==> src/rtl/mcac_cu_pkg.sv <==
// Shared definitions for the ADPCM control unit: FSM encoding of the
// FMULT+ACCUM sequencer, default watchdog length and a width helper.
package mcac_cu_pkg;

    localparam logic [1:0] ST_IDLE  = 2'd0;
    localparam logic [1:0] ST_START = 2'd1;
    localparam logic [1:0] ST_WAIT  = 2'd2;
    localparam logic [1:0] ST_DONE  = 2'd3;

    localparam int DEFAULT_NREQ    = 4;
    localparam int DEFAULT_TIMEOUT = 32;

    // Smallest w with 2**w >= value; usable in constant expressions.
    function automatic int clog2(input int value);
        int result;
        result = 0;
        for (int i = 0; i < 31; i++) begin
            if ((32'sd1 <<< i) < value) begin
                result = i + 1;
            end else begin
                result = result;
            end
        end
        return result;
    endfunction

endpackage

==> src/rtl/fa_arbiter_if.sv <==
// Requester / datapath handshake bundle of the FMULT+ACCUM arbiter.
// The master side is the arbiter, the slave side is requesters plus datapath.
interface fa_arbiter_if
    import mcac_cu_pkg::*;
#(
    parameter int NREQ = DEFAULT_NREQ
);

    localparam int SW = clog2(NREQ);

    logic [NREQ-1:0] req;
    logic [NREQ-1:0] gnt;
    logic [SW-1:0]   sel;
    logic            fa_start;
    logic            fa_done;
    logic [NREQ-1:0] req_done;
    logic            busy;
    logic            err_timeout;
    logic [SW-1:0]   err_id;
    logic            err_clr;

    modport master (
        input  req,
        input  fa_done,
        input  err_clr,
        output gnt,
        output sel,
        output fa_start,
        output req_done,
        output busy,
        output err_timeout,
        output err_id
    );

    modport slave (
        output req,
        output fa_done,
        output err_clr,
        input  gnt,
        input  sel,
        input  fa_start,
        input  req_done,
        input  busy,
        input  err_timeout,
        input  err_id
    );

endinterface

==> src/rtl/fa_arbiter_rr_pick.sv <==
// Combinational round-robin picker: searches req starting one past 'last',
// wrapping modulo NREQ, and returns the first requester found.
module rr_pick
    import mcac_cu_pkg::*;
#(
    parameter int NREQ = DEFAULT_NREQ,
    localparam int SW  = clog2(NREQ)
) (
    input  logic [NREQ-1:0] req,
    input  logic [SW-1:0]   last,
    output logic [SW-1:0]   winner,
    output logic            valid
);

    function automatic logic [SW-1:0] wrap_idx(input logic [SW-1:0] base, input int offs);
        int sum;
        sum = (int'(base) + offs) % NREQ;
        return SW'(sum);
    endfunction

    // Scan from the farthest candidate to the nearest so the nearest hit wins.
    always_comb begin
        winner = '0;
        valid  = 1'b0;
        for (int i = NREQ; i >= 1; i--) begin
            winner = req[wrap_idx(last, i)] ? wrap_idx(last, i) : winner;
            valid  = valid | req[wrap_idx(last, i)];
        end
    end

endmodule

==> src/rtl/fa_arbiter.sv <==
// Round-robin arbiter and sequencer for the shared FMULT+ACCUM datapath:
// grants one requester, pulses fa_start, waits for fa_done's rising edge.
module fa_arbiter
    import mcac_cu_pkg::*;
#(
    parameter int NREQ    = DEFAULT_NREQ,
    parameter int TIMEOUT = DEFAULT_TIMEOUT
) (
    input  logic         clk,
    input  logic         reset,
    fa_arbiter_if.master bus
);

    localparam int SW = clog2(NREQ);
    localparam int CW = clog2(TIMEOUT + 1);

    localparam logic [NREQ-1:0] GNT_LSB  = NREQ'(32'd1);
    localparam logic [SW-1:0]   LAST_RST = SW'(NREQ - 1);
    localparam logic [CW-1:0]   CNT_LAST = CW'(TIMEOUT - 1);
    localparam logic [CW-1:0]   CNT_ONE  = CW'(32'd1);

    logic [1:0]      state_r;
    logic [1:0]      state_nx_s;
    logic [NREQ-1:0] gnt_r;
    logic [NREQ-1:0] gnt_nx_s;
    logic [SW-1:0]   sel_r;
    logic [SW-1:0]   sel_nx_s;
    logic [SW-1:0]   last_r;
    logic [SW-1:0]   last_nx_s;
    logic [CW-1:0]   cnt_r;
    logic [CW-1:0]   cnt_nx_s;
    logic            fa_done_d_r;
    logic            done_rise_s;
    logic            err_set_s;
    logic            err_timeout_r;
    logic [SW-1:0]   err_id_r;
    logic [SW-1:0]   pick_idx_s;
    logic            pick_valid_s;

    rr_pick #(
        .NREQ (NREQ)
    ) u_pick (
        .req    (bus.req),
        .last   (last_r),
        .winner (pick_idx_s),
        .valid  (pick_valid_s)
    );

    // Only a rising edge counts, so a done level left high from before START is ignored.
    assign done_rise_s = bus.fa_done & ~fa_done_d_r;

    // Next-state and datapath-register decode of the sequencer.
    always_comb begin
        state_nx_s = state_r;
        gnt_nx_s   = gnt_r;
        sel_nx_s   = sel_r;
        last_nx_s  = last_r;
        cnt_nx_s   = cnt_r;
        err_set_s  = 1'b0;
        case (state_r)
            ST_IDLE: begin
                if (pick_valid_s) begin
                    state_nx_s = ST_START;
                    sel_nx_s   = pick_idx_s;
                    gnt_nx_s   = GNT_LSB << pick_idx_s;
                end else begin
                    state_nx_s = ST_IDLE;
                end
            end
            ST_START: begin
                cnt_nx_s   = '0;
                state_nx_s = ST_WAIT;
            end
            ST_WAIT: begin
                if (done_rise_s) begin
                    state_nx_s = ST_DONE;
                end else if (cnt_r == CNT_LAST) begin
                    // Abort: rotate priority past the stuck requester as if it had been served.
                    state_nx_s = ST_IDLE;
                    err_set_s  = 1'b1;
                    last_nx_s  = sel_r;
                    gnt_nx_s   = '0;
                end else begin
                    cnt_nx_s = cnt_r + CNT_ONE;
                end
            end
            ST_DONE: begin
                last_nx_s  = sel_r;
                gnt_nx_s   = '0;
                state_nx_s = ST_IDLE;
            end
            default: begin
                state_nx_s = ST_IDLE;
                gnt_nx_s   = '0;
            end
        endcase
    end

    // Sequencer state, grant, priority pointer, watchdog counter and done-edge history.
    always_ff @(posedge clk or posedge reset) begin
        if (reset) begin
            state_r     <= ST_IDLE;
            gnt_r       <= '0;
            sel_r       <= '0;
            last_r      <= LAST_RST;
            cnt_r       <= '0;
            fa_done_d_r <= 1'b0;
        end else begin
            state_r     <= state_nx_s;
            gnt_r       <= gnt_nx_s;
            sel_r       <= sel_nx_s;
            last_r      <= last_nx_s;
            cnt_r       <= cnt_nx_s;
            fa_done_d_r <= bus.fa_done;
        end
    end

    // Sticky watchdog error; a new timeout takes precedence over a clear in the same cycle.
    always_ff @(posedge clk or posedge reset) begin
        if (reset) begin
            err_timeout_r <= 1'b0;
            err_id_r      <= '0;
        end else if (err_set_s) begin
            err_timeout_r <= 1'b1;
            err_id_r      <= sel_r;
        end else if (bus.err_clr) begin
            err_timeout_r <= 1'b0;
        end
    end

    assign bus.gnt         = gnt_r;
    assign bus.sel         = sel_r;
    assign bus.fa_start    = (state_r == ST_START);
    assign bus.req_done    = (state_r == ST_DONE) ? (GNT_LSB << sel_r) : '0;
    assign bus.busy        = (state_r != ST_IDLE);
    assign bus.err_timeout = err_timeout_r;
    assign bus.err_id      = err_id_r;

endmodule
==> src/flat_wrapper.sv <==
// flat-port wrapper written by rule: the top's interface ports become plain ports
module fa_arbiter_flat import mcac_cu_pkg::*;
#(
    parameter int NREQ    = DEFAULT_NREQ,
    parameter int TIMEOUT = DEFAULT_TIMEOUT
)
  (clk, reset, bus_req, bus_fa_done, bus_err_clr, bus_gnt, bus_sel, bus_fa_start, bus_req_done, bus_busy, bus_err_timeout, bus_err_id);
  fa_arbiter_if #(.NREQ(NREQ)) bus_i ();
  input  logic clk;
  input  logic reset;
  input wire logic [$bits(bus_i.req)-1:0] bus_req;
  input wire logic [$bits(bus_i.fa_done)-1:0] bus_fa_done;
  input wire logic [$bits(bus_i.err_clr)-1:0] bus_err_clr;
  output wire logic [$bits(bus_i.gnt)-1:0] bus_gnt;
  output wire logic [$bits(bus_i.sel)-1:0] bus_sel;
  output wire logic [$bits(bus_i.fa_start)-1:0] bus_fa_start;
  output wire logic [$bits(bus_i.req_done)-1:0] bus_req_done;
  output wire logic [$bits(bus_i.busy)-1:0] bus_busy;
  output wire logic [$bits(bus_i.err_timeout)-1:0] bus_err_timeout;
  output wire logic [$bits(bus_i.err_id)-1:0] bus_err_id;
  assign bus_i.req = bus_req;
  assign bus_i.fa_done = bus_fa_done;
  assign bus_i.err_clr = bus_err_clr;
  assign bus_gnt = bus_i.gnt;
  assign bus_sel = bus_i.sel;
  assign bus_fa_start = bus_i.fa_start;
  assign bus_req_done = bus_i.req_done;
  assign bus_busy = bus_i.busy;
  assign bus_err_timeout = bus_i.err_timeout;
  assign bus_err_id = bus_i.err_id;
  fa_arbiter #(.NREQ(NREQ), .TIMEOUT(TIMEOUT)) u_core (.clk(clk), .reset(reset), .bus(bus_i));
endmodule
==> config.mk <==
export PLATFORM = sky130hd
export DESIGN_NAME = fa_arbiter_flat
export DESIGN_NICKNAME = d
export VERILOG_FILES = /design/src/rtl/mcac_cu_pkg.sv /design/src/rtl/fa_arbiter_if.sv /design/src/rtl/fa_arbiter_rr_pick.sv /design/src/rtl/fa_arbiter.sv /design/src/flat_wrapper.sv
export SDC_FILE = /design/constraint.sdc
export NUM_CORES = 1
export LEC_CHECK = 0
export CAP_MARGIN = 10
export CORE_AREA = 2 2 48 50
export DETAILED_ROUTE_END_ITERATION = 8
export DIE_AREA = 0 0 50 52
export PLACE_DENSITY = 0.88
export SLEW_MARGIN = 10
export SYNTH_ARGS = -nofsm -noshare
export SYNTH_HDL_FRONTEND = slang
export SYNTH_SLANG_ARGS = --single-unit
==> constraint.sdc <==
create_clock -name clk -period 4 [get_ports clk]
set_input_delay 1.2 -clock clk [delete_from_list [all_inputs] [get_ports clk]]
set_output_delay 1.2 -clock clk [all_outputs]
set_load 0.05 [all_outputs]
# [After elaboration in Yosys (flattened, before gate mapping)]
# Cells that the tools add are included.
[word_totals] inputBits=8 word_cells=75 out_inout_bits=15 ff_bits=20
[op_classes] eq_ne=9 shift=2 order_cmp=4 bitwise_logic=5 reduce_logical=10 mux=32 n_addsub=5
[ops] op="$mux W2" n=8
[ops] op="$mux W4" n=4
[ops] op="$lt A2 B3 Y1 const B" n=4
[ops] op="$mux W6" n=2
[ops] op="$pmux W4 S3" n=1
[ops] op="$pmux W6 S2" n=1
[ops] op="$mux W1" n=10
[ops] op="$bmux W1 S2" n=4
[ops] op="$pmux W2 S4" n=1
[ops] op="$reduce_bool A2 Y1" n=4
[ops] op="$shl A1 B2 Y4 const A" n=2
[ops] op="$add A6 B1 Y6 const B" n=1
[ops] op="$eq A6 B5 Y1 const B" n=1
[ops] op="$reduce_and A3 Y1" n=2
[ops] op="$add A2 B1 Y2 const B" n=2
[ops] op="$add A2 B2 Y2 const B" n=2
[ops] op="$eq A2 B2 Y1 const B" n=2
[ops] op="$ne A2 B1 Y1 const B" n=2
[ops] op="$ne A2 B2 Y1 const B" n=2
[ops] op="$pmux W2 S2" n=1
[ops] op="$reduce_and A4 Y1" n=1
[ops] op="$ne A3 B1 Y1 const B" n=1
[ops] op="$or A1 B1 Y1" n=3
[ops] op="$reduce_bool A3 Y1" n=1
[ops] op="5 further kinds" n=5

# [Depth between registers and ports, before layout]
# Gate-level depths: netlist of the first run.
[depth] word_depth=10 ltp_mapped=6 mapped_depth_nobuf=5

# [Modules after synthesis]
# Synthesis of the first run repeated with hierarchy kept, for this count alone.
[hier_totals] hier_cells=109 hier_area_um2=1119.8
[by_module_without_submodules] module="fa_arbiter" seq_area_each_um2=503.0 cells_each=95 area_each_um2=1028.5 instances=1
[by_module_without_submodules] module="rr_pick" seq_area_each_um2=0.0 cells_each=14 area_each_um2=91.3 instances=1

# [Least setup slack after synthesis of the first run]
# No wires, ideal clock.
[synth_timing] path_type="flip-flop to output port" startpoint="reg u_core.sel_r[1] (netlist: u_core.bus.sel[1])" endpoint="out bus_req_done[2]" t_arrival_ps=1901 slack_ps=899 stages_incl_launch_ff=3 path_cell_list="dfrtp_1 -> inv_1 -> nor3_1"
[synth_via] elab_chain_len=2
[synth_rtl] element="from (decl)" line_no="fa_arbiter.sv:26" source="logic [SW-1:0] sel_r;"
[synth_rtl] element="from (signal assigned)" line_no="fa_arbiter.sv:111" source="sel_r <= sel_nx_s;"
[synth_rtl] element="$shl A1 B2 Y4" line_no="fa_arbiter.sv:134" source="assign bus.req_done = (state_r == ST_DONE) ? (GNT_LSB << sel_r) : '0;"
[synth_rtl] element="$mux W4" line_no="fa_arbiter.sv:134"
[synth_rtl] element="to (decl)" line_no="flat_wrapper.sv:17" source="output wire logic [$bits(bus_i.req_done)-1:0] bus_req_done;"
# No other way between the ends.

# [Worst setup path in the final report of the first run]
[layout_timing] startpoint="reg u_core.state_r[0]" endpoint="out bus_req_done[0]"
[layout_via] elab_chain_len=2
[layout_rtl] element="from (decl)" line_no="fa_arbiter.sv:22" source="logic [1:0] state_r;"
[layout_rtl] element="from (signal assigned)" line_no="fa_arbiter.sv:109" source="state_r <= state_nx_s;"
[layout_rtl] element="$eq A2 B2 Y1" line_no="fa_arbiter.sv:134"
[layout_rtl] element="$mux W4" line_no="fa_arbiter.sv:134"
# No other way between the ends.

==> metrics.md, run 1 <==
| Metric | Value |
|---|---|
| Post-synth top flop | `dfrtp_1` |
| # IOs | `23` |
| Pwr/cell area | `a little over 700 mW/mm^2` |
| Buffer count from post-CTS setup fixing | `0` |
| Post-CTS sizing | `0` |
| Cts hold-fix bufs | `0` |
| Worst skew pair latency | `300 ps` |
| Clock skew | `between 5 and 6 ps` |
| Hold Crit Start | `u_core.bus.err_id[1]$_DFFE_PP0P_` |
| Worst r2r path cells | `5` |
| Element type at the critical path start | `register` |
| M1 GR Usage | `a little under a quarter` |
| Synth Cell Area | `about 0.0010 mm^2` |
| Layout cell share with drive strength beyond 1 | `under 10%` |
| H-tree depth | `1` |
| Final Hold Viols | `0` |
| Pint | `490 uW` |
| Yosys warnings | `0` |
| Worst setup EP type | `primary output` |
| M2 GR Usage | `between 30 and 40%` |
| First-pass GRT wire length | `3770 um` |
| Leak | `between 0.5 and 0.6 nW` |
| Reg power frac | `36.5%` |
| Routed Antenna Nets | `0` |
| CTS root buf | `clkbuf_4` |
| Area delta synth->final | `27.3%` |
| Tmin final | `roughly 3200 ps` |
| GRT Total Usage | `between 10% and 20%` |
| Antenna cell count | `0` |
| Overall power | `~930 uW` |
| Worst hold stages | `1` |
| Drt first-iter violations | `28` |
| Multi-input gate area | `488 um^2` |
| Unrepaired setup endpoints after global routing | `false` |
| Clock sinks | `20` |
| Status | `finished, final reports clean` |
| GPL Wtd Cong | `around 0.82` |
| Busiest grt layer | `met2` |
| Die Height | `around 52 um` |
| WL final | `approximately 2300 um` |
| CTS tree | `yes` |
| NetSw | `around 440 uW` |
| HP Class | `reg2reg` |
| Arrival time at the worst endpoint | `2040 ps` |
| Type of the worst setup path | `reg2out` |
| Net Sw Frac | `between 40% and 50%` |
| Core area | `approximately 0.0021 mm^2` |
| CP Buf/Inv Count | `1` |
| Flop2flop setup slack | `approximately 2200 ps` |
| Post-synth cell types | `38` |
| DRC viols | `0` |
| Buffers on Ports | `22` |
| Cts bufs inserted | `3` |
| Setup TNS | `0 ps` |
| Commonest cells after routing, fill and taps aside | `clkdlybuf4s50_1, dfrtp_1, nand2_1` |
| Critical R2R Capture | `u_core.bus.err_id[0]$_DFFE_PP0P_` |
| Critical Path Fanout Max | `10` |
| Grt total ovfl | `0` |
| Fin nets | `between 100 and 150` |
| Largest net degree at the start of global routing | `21` |
| Final setup viols | `0` |
| MaxCap Viol Count | `0` |
| Number of flops mapped to enable cells by yosys | `0` |
| Synth Instances | `about 110` |
| CP required | `~2800 ps` |
| Clock share of power | `around 12%` |
| Relative slew slack | `between 40% and 50%` |
| Grt met3 use | `about 3.2%` |
| Seq. cell area | `around 500 um^2` |
| Crit path cell chain | `nand2_1 > nor3_1 > clkdlybuf4s50_1` |
| Initial antenna violation count | `0` |
| Syn Area/Cell | `around 9.5 um^2` |
| Family with the most delay on the worst path | `buffers and inverters` |
| DIE AREA | `0.00260 mm^2` |
| Vias in the first global route | `~850` |
| CTS clk-pin slew, worst paths | `approximately 100 ps` |
| Initial core utilization | `between 40% and 50%` |
| Slowest CP cell | `clkdlybuf4s50_1` |
| Final slew viol count | `0` |
| Combinational Power Share | `about half` |
| Per-cell routed wire length | `14.4 um` |
| Mapped Nets | `about 120` |
| Achievable Freq | `~0.31 GHz` |
| Commonest non-fill, non-tap cell in the layout | `clkdlybuf4s50_1` |
| FP Rows | `17` |
| Worst r2r src | `u_core.cnt_r[0]$_DFFE_PP0P_` |
| Ys async rst share | `100%` |
| Via count | `approximately 940` |
| Worst IR Drop VDD | `0.383 mV` |
| Clk buf depth | `2` |
| Via-per-instance ratio | `5.83` |
| Fillers | `approximately 170` |
| Seq cells post-synth | `20` |
| Detail Placement HPWL | `~1800 um` |
| Crit share post-route | `81.0%` |
| Pre-antenna DRT Iters | `4` |
| Peak per-stage delay on the critical path | `roughly 850 ps` |
| Hold Path Sink | `u_core.bus.err_id[1]$_DFFE_PP0P_` |
| Worst-Margin Slew | `approximately 760 ps` |
| Sequential fraction of the synthesis area | `roughly half` |
| Die Span X | `50 um` |
==> layer usage <==
metal,share of wire (%),vias up
met5,0,-
met4,2.1,0
met3,5.8,8
met2,53,38
met1,39,452
li1,-,440
==> area by class of cell <==
class	instances	share of cell area, %
inverter	8	2.29
multi-input combinational	79	37.2
tap	28	2.67
sequential	20	38.3
timing repair buffer	22	16.8
clock buffer	4	2.76
==> sequential cells by signal (all words and copies together) (netlist names) <==
| signal | flops |
|---|---|
| u_core.bus.err_timeout | 1 |
| u_core.state_r | 2 |
| u_core.bus.sel | 2 |
| u_core.bus.gnt | 4 |
| u_core.fa_done_d_r | 1 |
| u_core.bus.err_id | 2 |
| u_core.cnt_r | 6 |
| u_core.last_r | 2 |
==> worst reg2reg max path: stages, from the launching register on <==
cell     delay (ps)
dfrtp_1         420
ha_1            270
nand2_2          70
or3_1           470
nor2_2          180
mux2_1          330
==> power by group through the flow <==
stage | sequential (mW) | clock [mW] | combinational, mW
after floorplan | 0.392 | 0 | 0.270
after global placement | 0.336 | 0 | 0.458
after detailed placement | 0.342 | 0 | 0.475
after CTS | 0.337 | 0.117 | 0.477
after global routing | 0.347 | 0.126 | 0.509
final | 0.339 | 0.114 | 0.475
==> cells in the mapped netlist (3+ instances only) <==
| library cell | number | area, um^2 |
|---|---|---|
| dfrtp_1 | 18 | 450 |
| nand2_1 | 13 | 48.8 |
| inv_1 | 8 | 30.0 |
| nor2_1 | 8 | 30.0 |
| nor3_1 | 8 | 40.0 |
| nand3_1 | 5 | 25.0 |
| o21ai_0 | 5 | 25.0 |
| a22o_1 | 3 | 26.3 |
| nor2b_1 | 3 | 18.8 |
| o21a_1 | 3 | 22.5 |
==> cells by family after synthesis <==
group,share of synthesized area (%)
AND/OR/NAND/NOR,23.8
buffers and inverters,3.88
AO/OA/AOI/OAI,18.1
flip-flops,48.8
adder cells (fa/ha/maj),1.21
multiplexers,4.25
==> how the worst max path moves through the flow <==
stage / to / cells after the start / from / slack [ps]
after floorplan: bus_req_done[2] / 2 / u_core.bus.sel[1]$_DFFE_PP0P_ / 900
after global placement: bus_fa_start / 4 / u_core.state_r[1]$_DFFE_PP0P_ / 1210
after detailed placement: bus_req_done[0] / 3 / u_core.state_r[0]$_DFFE_PP0P_ / 1100
after CTS: bus_req_done[0] / 3 / u_core.state_r[0]$_DFFE_PP0P_ / 770
after global routing: bus_req_done[0] / 3 / u_core.state_r[0]$_DFFE_PP0P_ / 660
final: bus_req_done[0] / 3 / u_core.state_r[0]$_DFFE_PP0P_ / 760
==> metrics by stage <==
step	setup WS (ps)	hold slack [ps]	utilization, %	cell area (um^2)	std cells
2_1_floorplan	899	487	-	1030	109
5_1_grt	664	522	62.3	1310	161
6_report	760	493	62.3	1310	161
3_5_place_dp	1100	475	60.6	1280	157
3_3_place_gp	1210	468	60.6	1280	157
4_1_cts	769	499	62.3	1310	161
Power figures use the tool's default switching activity.
==> run 2: changes to the inputs <==
--- a/config.mk
+++ b/config.mk
@@ -6,10 +6,10 @@
 export NUM_CORES = 1
 export LEC_CHECK = 0
 export CAP_MARGIN = 10
-export CORE_AREA = 2 2 48 50
+export CORE_AREA = 2 2 49 51
 export DETAILED_ROUTE_END_ITERATION = 8
-export DIE_AREA = 0 0 50 52
-export PLACE_DENSITY = 0.88
+export DIE_AREA = 0 0 51 53
+export PLACE_DENSITY = 0.85
 export SLEW_MARGIN = 10
 export SYNTH_ARGS = -nofsm -noshare
 export SYNTH_HDL_FRONTEND = slang
==> constraint.sdc (replaced) <==
create_clock -name clk -period 3.2 [get_ports clk]
set_input_delay 0.96 -clock clk [delete_from_list [all_inputs] [get_ports clk]]
set_output_delay 0.96 -clock clk [all_outputs]
set_load 0.05 [all_outputs]
==> run 2 against run 1 <==
Cell count unchanged. Sequential share of layout area did not move. Largest cell class unchanged. Global-route usage fell by 0.59 points. Sequential cell count stayed put.
==> metrics.md, run 2 (synthesis results as in run 1) <==
| Metric | Value |
|---|---|
| Layout cell share with drive strength beyond 1 | `9.02%` |
| Worst-Margin Slew | `751 ps` |
| Crit share post-route | `between 90% and 100%` |
| Cts hold-fix bufs | `0` |
| Pre-antenna DRT Iters | `4` |
| MaxCap Viol Count | `0` |
| GPL Wtd Cong | `0.805` |
| Via count | `just over 900` |
| Worst IR Drop VDD | `between 0.6 and 0.7 mV` |
| Leak | `0.557 nW` |
| CTS tree | `yes` |
| Routed Antenna Nets | `0` |
| Fillers | `about 180` |
| DIE AREA | `roughly 0.0027 mm^2` |
| Per-cell routed wire length | `roughly 14 um` |
| Buffers on Ports | `22` |
| Vias in the first global route | `849` |
| Cts bufs inserted | `3` |
| Multi-input gate area | `488 um^2` |
| Grt total ovfl | `0` |
| Element type at the critical path start | `register` |
| CTS root buf | `clkbuf_4` |
| Die Span X | `~50 um` |
| Status | `finished, final reports clean` |
| WL final | `roughly 2300 um` |
| FP Rows | `17` |
| CTS clk-pin slew, worst paths | `110 ps` |
| Core area | `about 0.0021 mm^2` |
| Commonest non-fill, non-tap cell in the layout | `clkdlybuf4s50_1` |
| Buffer count from post-CTS setup fixing | `0` |
| Overall power | `roughly 1.2 mW` |
| Final slew viol count | `0` |
| Largest net degree at the start of global routing | `21` |
| CP required | `roughly 2200 ps` |
| Max reg flops | `6` |
| Fin nets | `between 100 and 150` |
| Initial core utilization | `a little under half` |
| Worst setup EP type | `primary output` |
| Die Height | `~53 um` |
| Initial antenna violation count | `0` |
| Setup TNS | `0 ps` |
| Clock sinks | `20` |
| GRT Total Usage | `between 10% and 20%` |
| DRC viols | `0` |
| Setup WS post-layout | `259 ps` |
| Area delta synth->final | `27.3%` |
| Setup slack at placement | `around 600 ps` |
| Seq. cell area | `503 um^2` |
| Final Hold Viols | `0` |
| Critical Path Fanout Max | `7` |
| Antenna cell count | `0` |
| Achievable Freq | `about 0.34 GHz` |
| Arrival time at the worst endpoint | `approximately 2000 ps` |
| Tmin final | `roughly 2900 ps` |
| HP Class | `reg2reg` |
| Via-per-instance ratio | `roughly 5.8` |
| Drt first-iter violations | `16` |
| Unrepaired setup endpoints after global routing | `false` |
| # IOs | `23` |
| Biggest register | `u_core.cnt_r` |
| Relative slew slack | `between 40% and 50%` |
| Final setup viols | `0` |
| H-tree depth | `1` |
| Commonest cells after routing, fill and taps aside | `clkdlybuf4s50_1, dfrtp_1, nand2_1` |
| Clk buf depth | `2` |
| Pwr/cell area | `around 890 mW/mm^2` |
| Detail Placement HPWL | `roughly 1700 um` |
| Worst skew pair latency | `around 300 ps` |
| First-pass GRT wire length | `between 3000 and 4000 um` |
| Clock skew | `approximately 5.6 ps` |
| Post-CTS sizing | `0` |
| Type of the worst setup path | `reg2out` |
-- run 2: cell counts in the layout (fill, tap and decap cells not counted) --
Identical to the previous run, type by type.
-- run 2: cell type report --
type | count | area share, %
clock buffers | 4 | 2.76
inverters | 8 | 2.29
multi-input cells | 79 | 37.2
flip-flops and latches | 20 | 38.3
well taps | 28 | 2.67
repair buffers | 22 | 16.8
-- run 2: per-stage QoR --
step / cell area (um^2) / utilization (%) / std cells / hold WS [ps]
after global routing: 1310 / 61.1 / 161 / 535
final: 1310 / 61.1 / 161 / 500
after global placement: 1280 / 59.4 / 157 / 468
after detailed placement: 1280 / 59.4 / 157 / 476
after floorplan: 1030 / - / 109 / 487
after CTS: 1310 / 61.1 / 161 / 502
-- run 2: metal layers --
metal  vias to the layer above  GRT usage (%)  share of wire, %
li1                        446              -                 -
met1                       446           22.9                43
met2                        30           34.8                52
met3                         4           2.54               4.5
met4                         0           5.86              0.84
met5                         -              0                 0
-- run 2: worst max-delay path, cell delays in order, from the launching register on --
cell and delay [ps]:
dfrtp_1 460, inv_1 130, nand2_1 150, inv_1 140, clkdlybuf4s50_1 810
-- run 2: path summary, 6_finish.rpt --
path,start,endpoint,depth (start not counted),slack [ps]
hold / removal,u_core.bus.err_id[0]$_DFFE_PP0P_,u_core.bus.err_id[0]$_DFFE_PP0P_,1,500
hold reg to reg,u_core.bus.err_id[0]$_DFFE_PP0P_,u_core.bus.err_id[0]$_DFFE_PP0P_,1,500
min in group asynchronous,reset,u_core.bus.sel[1]$_DFFE_PP0P_,2,1080
setup reg to reg,u_core.cnt_r[0]$_DFFE_PP0P_,u_core.bus.err_id[1]$_DFFE_PP0P_,5,1310
max in group asynchronous,reset,u_core.cnt_r[3]$_DFFE_PP0P_,2,1650
setup / recovery,u_core.state_r[1]$_DFFE_PP0P_,bus_fa_start,4,260
-- run 2: report_power, final --
group	switching (mW)	internal [mW]
Sequential	0.0900	0.333
Combinational	0.382	0.210
Clock	0.0775	0.0694
==> run 3: changes to the inputs <==
--- a/config.mk
+++ b/config.mk
@@ -6,10 +6,11 @@
 export NUM_CORES = 1
 export LEC_CHECK = 0
 export CAP_MARGIN = 10
-export CORE_AREA = 2 2 49 51
+export CORE_AREA = 2 2 55 47
+export CTS_CLUSTER_SIZE = 28
 export DETAILED_ROUTE_END_ITERATION = 8
-export DIE_AREA = 0 0 51 53
-export PLACE_DENSITY = 0.85
+export DIE_AREA = 0 0 57 49
+export PLACE_DENSITY = 0.83
 export SLEW_MARGIN = 10
 export SYNTH_ARGS = -nofsm -noshare
 export SYNTH_HDL_FRONTEND = slang
==> run 3 against run 2 <==
Sequential share of layout area rose by 0.44 points. Die area increased by 3.3%. Global-route usage decreased by 1.8 points.
==> metrics.md, run 3 (synthesis results as in run 1) <==
| Metric | Value |
|---|---|
| Worst skew pair latency | `between 200 and 300 ps` |
| CTS root buf | `clkbuf_4` |
| Cts hold-fix bufs | `0` |
| Crit share post-route | `approximately 90%` |
| # IOs | `23` |
| MaxCap Viol Count | `0` |
| HP Class | `reg2reg` |
| Fillers | `approximately 210` |
| Drt first-iter violations | `33` |
| CP required | `~2200 ps` |
| Antenna cell count | `0` |
| Final Hold Viols | `0` |
| Worst IR Drop VDD | `0.508 mV` |
| Commonest non-fill, non-tap cell in the layout | `clkdlybuf4s50_1` |
| CTS tree | `yes` |
| Worst hold stages | `1` |
| Seq. cell area | `503 um^2` |
| Initial core utilization | `a little under half` |
| Flop2flop setup slack | `approximately 1300 ps` |
| Critical R2R Capture | `u_core.bus.err_id[1]$_DFFE_PP0P_` |
| DIE AREA | `approximately 0.0028 mm^2` |
| Routed Antenna Nets | `0` |
| Leak | `between 0.5 and 0.6 nW` |
| Most common cell type on the critical path | `inv_1` |
| FP Rows | `16` |
| Worst r2r path cells | `5` |
| Initial antenna violation count | `0` |
| Post-CTS sizing | `0` |
| Pwr/cell area | `~870 mW/mm^2` |
| Unrepaired setup endpoints after global routing | `false` |
| Per-cell routed wire length | `about 14 um` |
| DRC viols | `0` |
| Area delta synth->final | `25.8%` |
| Detail Placement HPWL | `between 1500 and 2000 um` |
| Peak per-stage delay on the critical path | `around 810 ps` |
| CTS clk-pin slew, worst paths | `roughly 110 ps` |
| GRT Total Usage | `between 10% and 20%` |
| Die Span X | `between 50 and 60 um` |
| Commonest cells after routing, fill and taps aside | `clkdlybuf4s50_1, dfrtp_1, nand2_1` |
| Multi-input gate area | `a little under 500 um^2` |
| Clk buf depth | `2` |
| Fin nets | `between 100 and 150` |
| Grt total ovfl | `0` |
| Clock skew | `~7.4 ps` |
| Hold Path Sink | `u_core.bus.err_id[0]$_DFFE_PP0P_` |
| Final slew viol count | `0` |
| GPL Wtd Cong | `a little over 0.8` |
| Max reg flops | `6` |
| Core area | `about 0.0023 mm^2` |
| Slowest CP cell | `clkdlybuf4s50_1` |
| Layout cell share with drive strength beyond 1 | `around 8.3%` |
| Type of the worst setup path | `reg2out` |
| Critical Path Fanout Max | `7` |
| WL final | `around 2300 um` |
| H-tree depth | `1` |
| First-pass GRT wire length | `around 3800 um` |
| Worst-Margin Slew | `roughly 740 ps` |
| Hold Slack | `roughly 500 ps` |
| Largest net degree at the start of global routing | `21` |
| Crit path cell chain | `inv_1 > nand2_1 > inv_1 > clkdlybuf4s50_1` |
| Worst setup EP type | `primary output` |
| Overall power | `approximately 1.1 mW` |
| Clock sinks | `20` |
| Relative slew slack | `around half` |
| Vias in the first global route | `874` |
| Via-per-instance ratio | `just over 6` |
| Setup TNS | `0 ps` |
| Worst r2r src | `u_core.cnt_r[0]$_DFFE_PP0P_` |
| Cts bufs inserted | `3` |
| Via count | `~960` |
| Buffers on Ports | `22` |
| Element type at the critical path start | `register` |
| Status | `finished, final reports clean` |
| Arrival time at the worst endpoint | `~2000 ps` |
| Buffer count from post-CTS setup fixing | `0` |
| Final setup viols | `0` |
| Final instance area | `between 0.001 and 0.0015 mm^2` |
| Biggest register | `u_core.cnt_r` |
| Tmin final | `2930 ps` |
| Pre-antenna DRT Iters | `4` |
| Achievable Freq | `about 0.34 GHz` |
| Die Height | `about 49 um` |
| Dpl cell area | `approximately 0.0013 mm^2` |
| Hold Crit Start | `u_core.bus.err_id[0]$_DFFE_PP0P_` |
-- run 3: layout make-up --
cell class	count	share of cell area, %
Sequential cell	20	38.8
Multi-Input combinational cell	79	37.6
Timing Repair Buffer	22	17.0
Tap cell	27	2.60
Inverter	8	2.31
Clock buffer	3	1.74
-- run 3: worst max-delay path by stage --
stage / start / slack [ps] / endpoint
after CTS: u_core.state_r[1]$_DFFE_PP0P_ / 270 / bus_fa_start
after floorplan: u_core.bus.sel[1]$_DFFE_PP0P_ / 340 / bus_req_done[2]
after global routing: u_core.state_r[1]$_DFFE_PP0P_ / 130 / bus_fa_start
after detailed placement: bus_fa_done / 590 / u_core.bus.gnt[0]$_DFFE_PP0P_
after global placement: bus_req[1] / 620 / u_core.bus.gnt[3]$_DFFE_PP0P_
final: u_core.state_r[1]$_DFFE_PP0P_ / 270 / bus_fa_start
-- run 3: report_power, final --
part / total, mW / switching, mW / internal, mW
Clock: 0.114 / 0.0703 / 0.0437
Sequential: 0.421 / 0.0874 / 0.333
Combinational: 0.591 / 0.380 / 0.211
-- run 3: critical path: cells and delay by family (launching register included) --
kind | cells | cell delay [ps]
and+or+nand+nor | 1 | 140
buffers and inverters | 3 | 1090
DFF | 1 | 450
-- run 3: through the flow --
stage / setup slack [ps] / utilization (%) / cells
after floorplan: 339 / - / 109
after global placement: 617 / 55.9 / 156
after CTS: 269 / 56.9 / 159
after detailed placement: 590 / 55.9 / 156
after global routing: 130 / 56.9 / 159
final: 266 / 56.9 / 159
-- run 3: layer usage --
metal  wire (um)  global-route usage, %  share of wire, %  up-vias
met5           0                      0                 0        -
met4          42                   6.20               1.9        0
met3         132                   3.45               5.8       10
met2        1040                   26.6                46       45
met1        1050                   23.7                46      458
li1            -                      -                 -      446
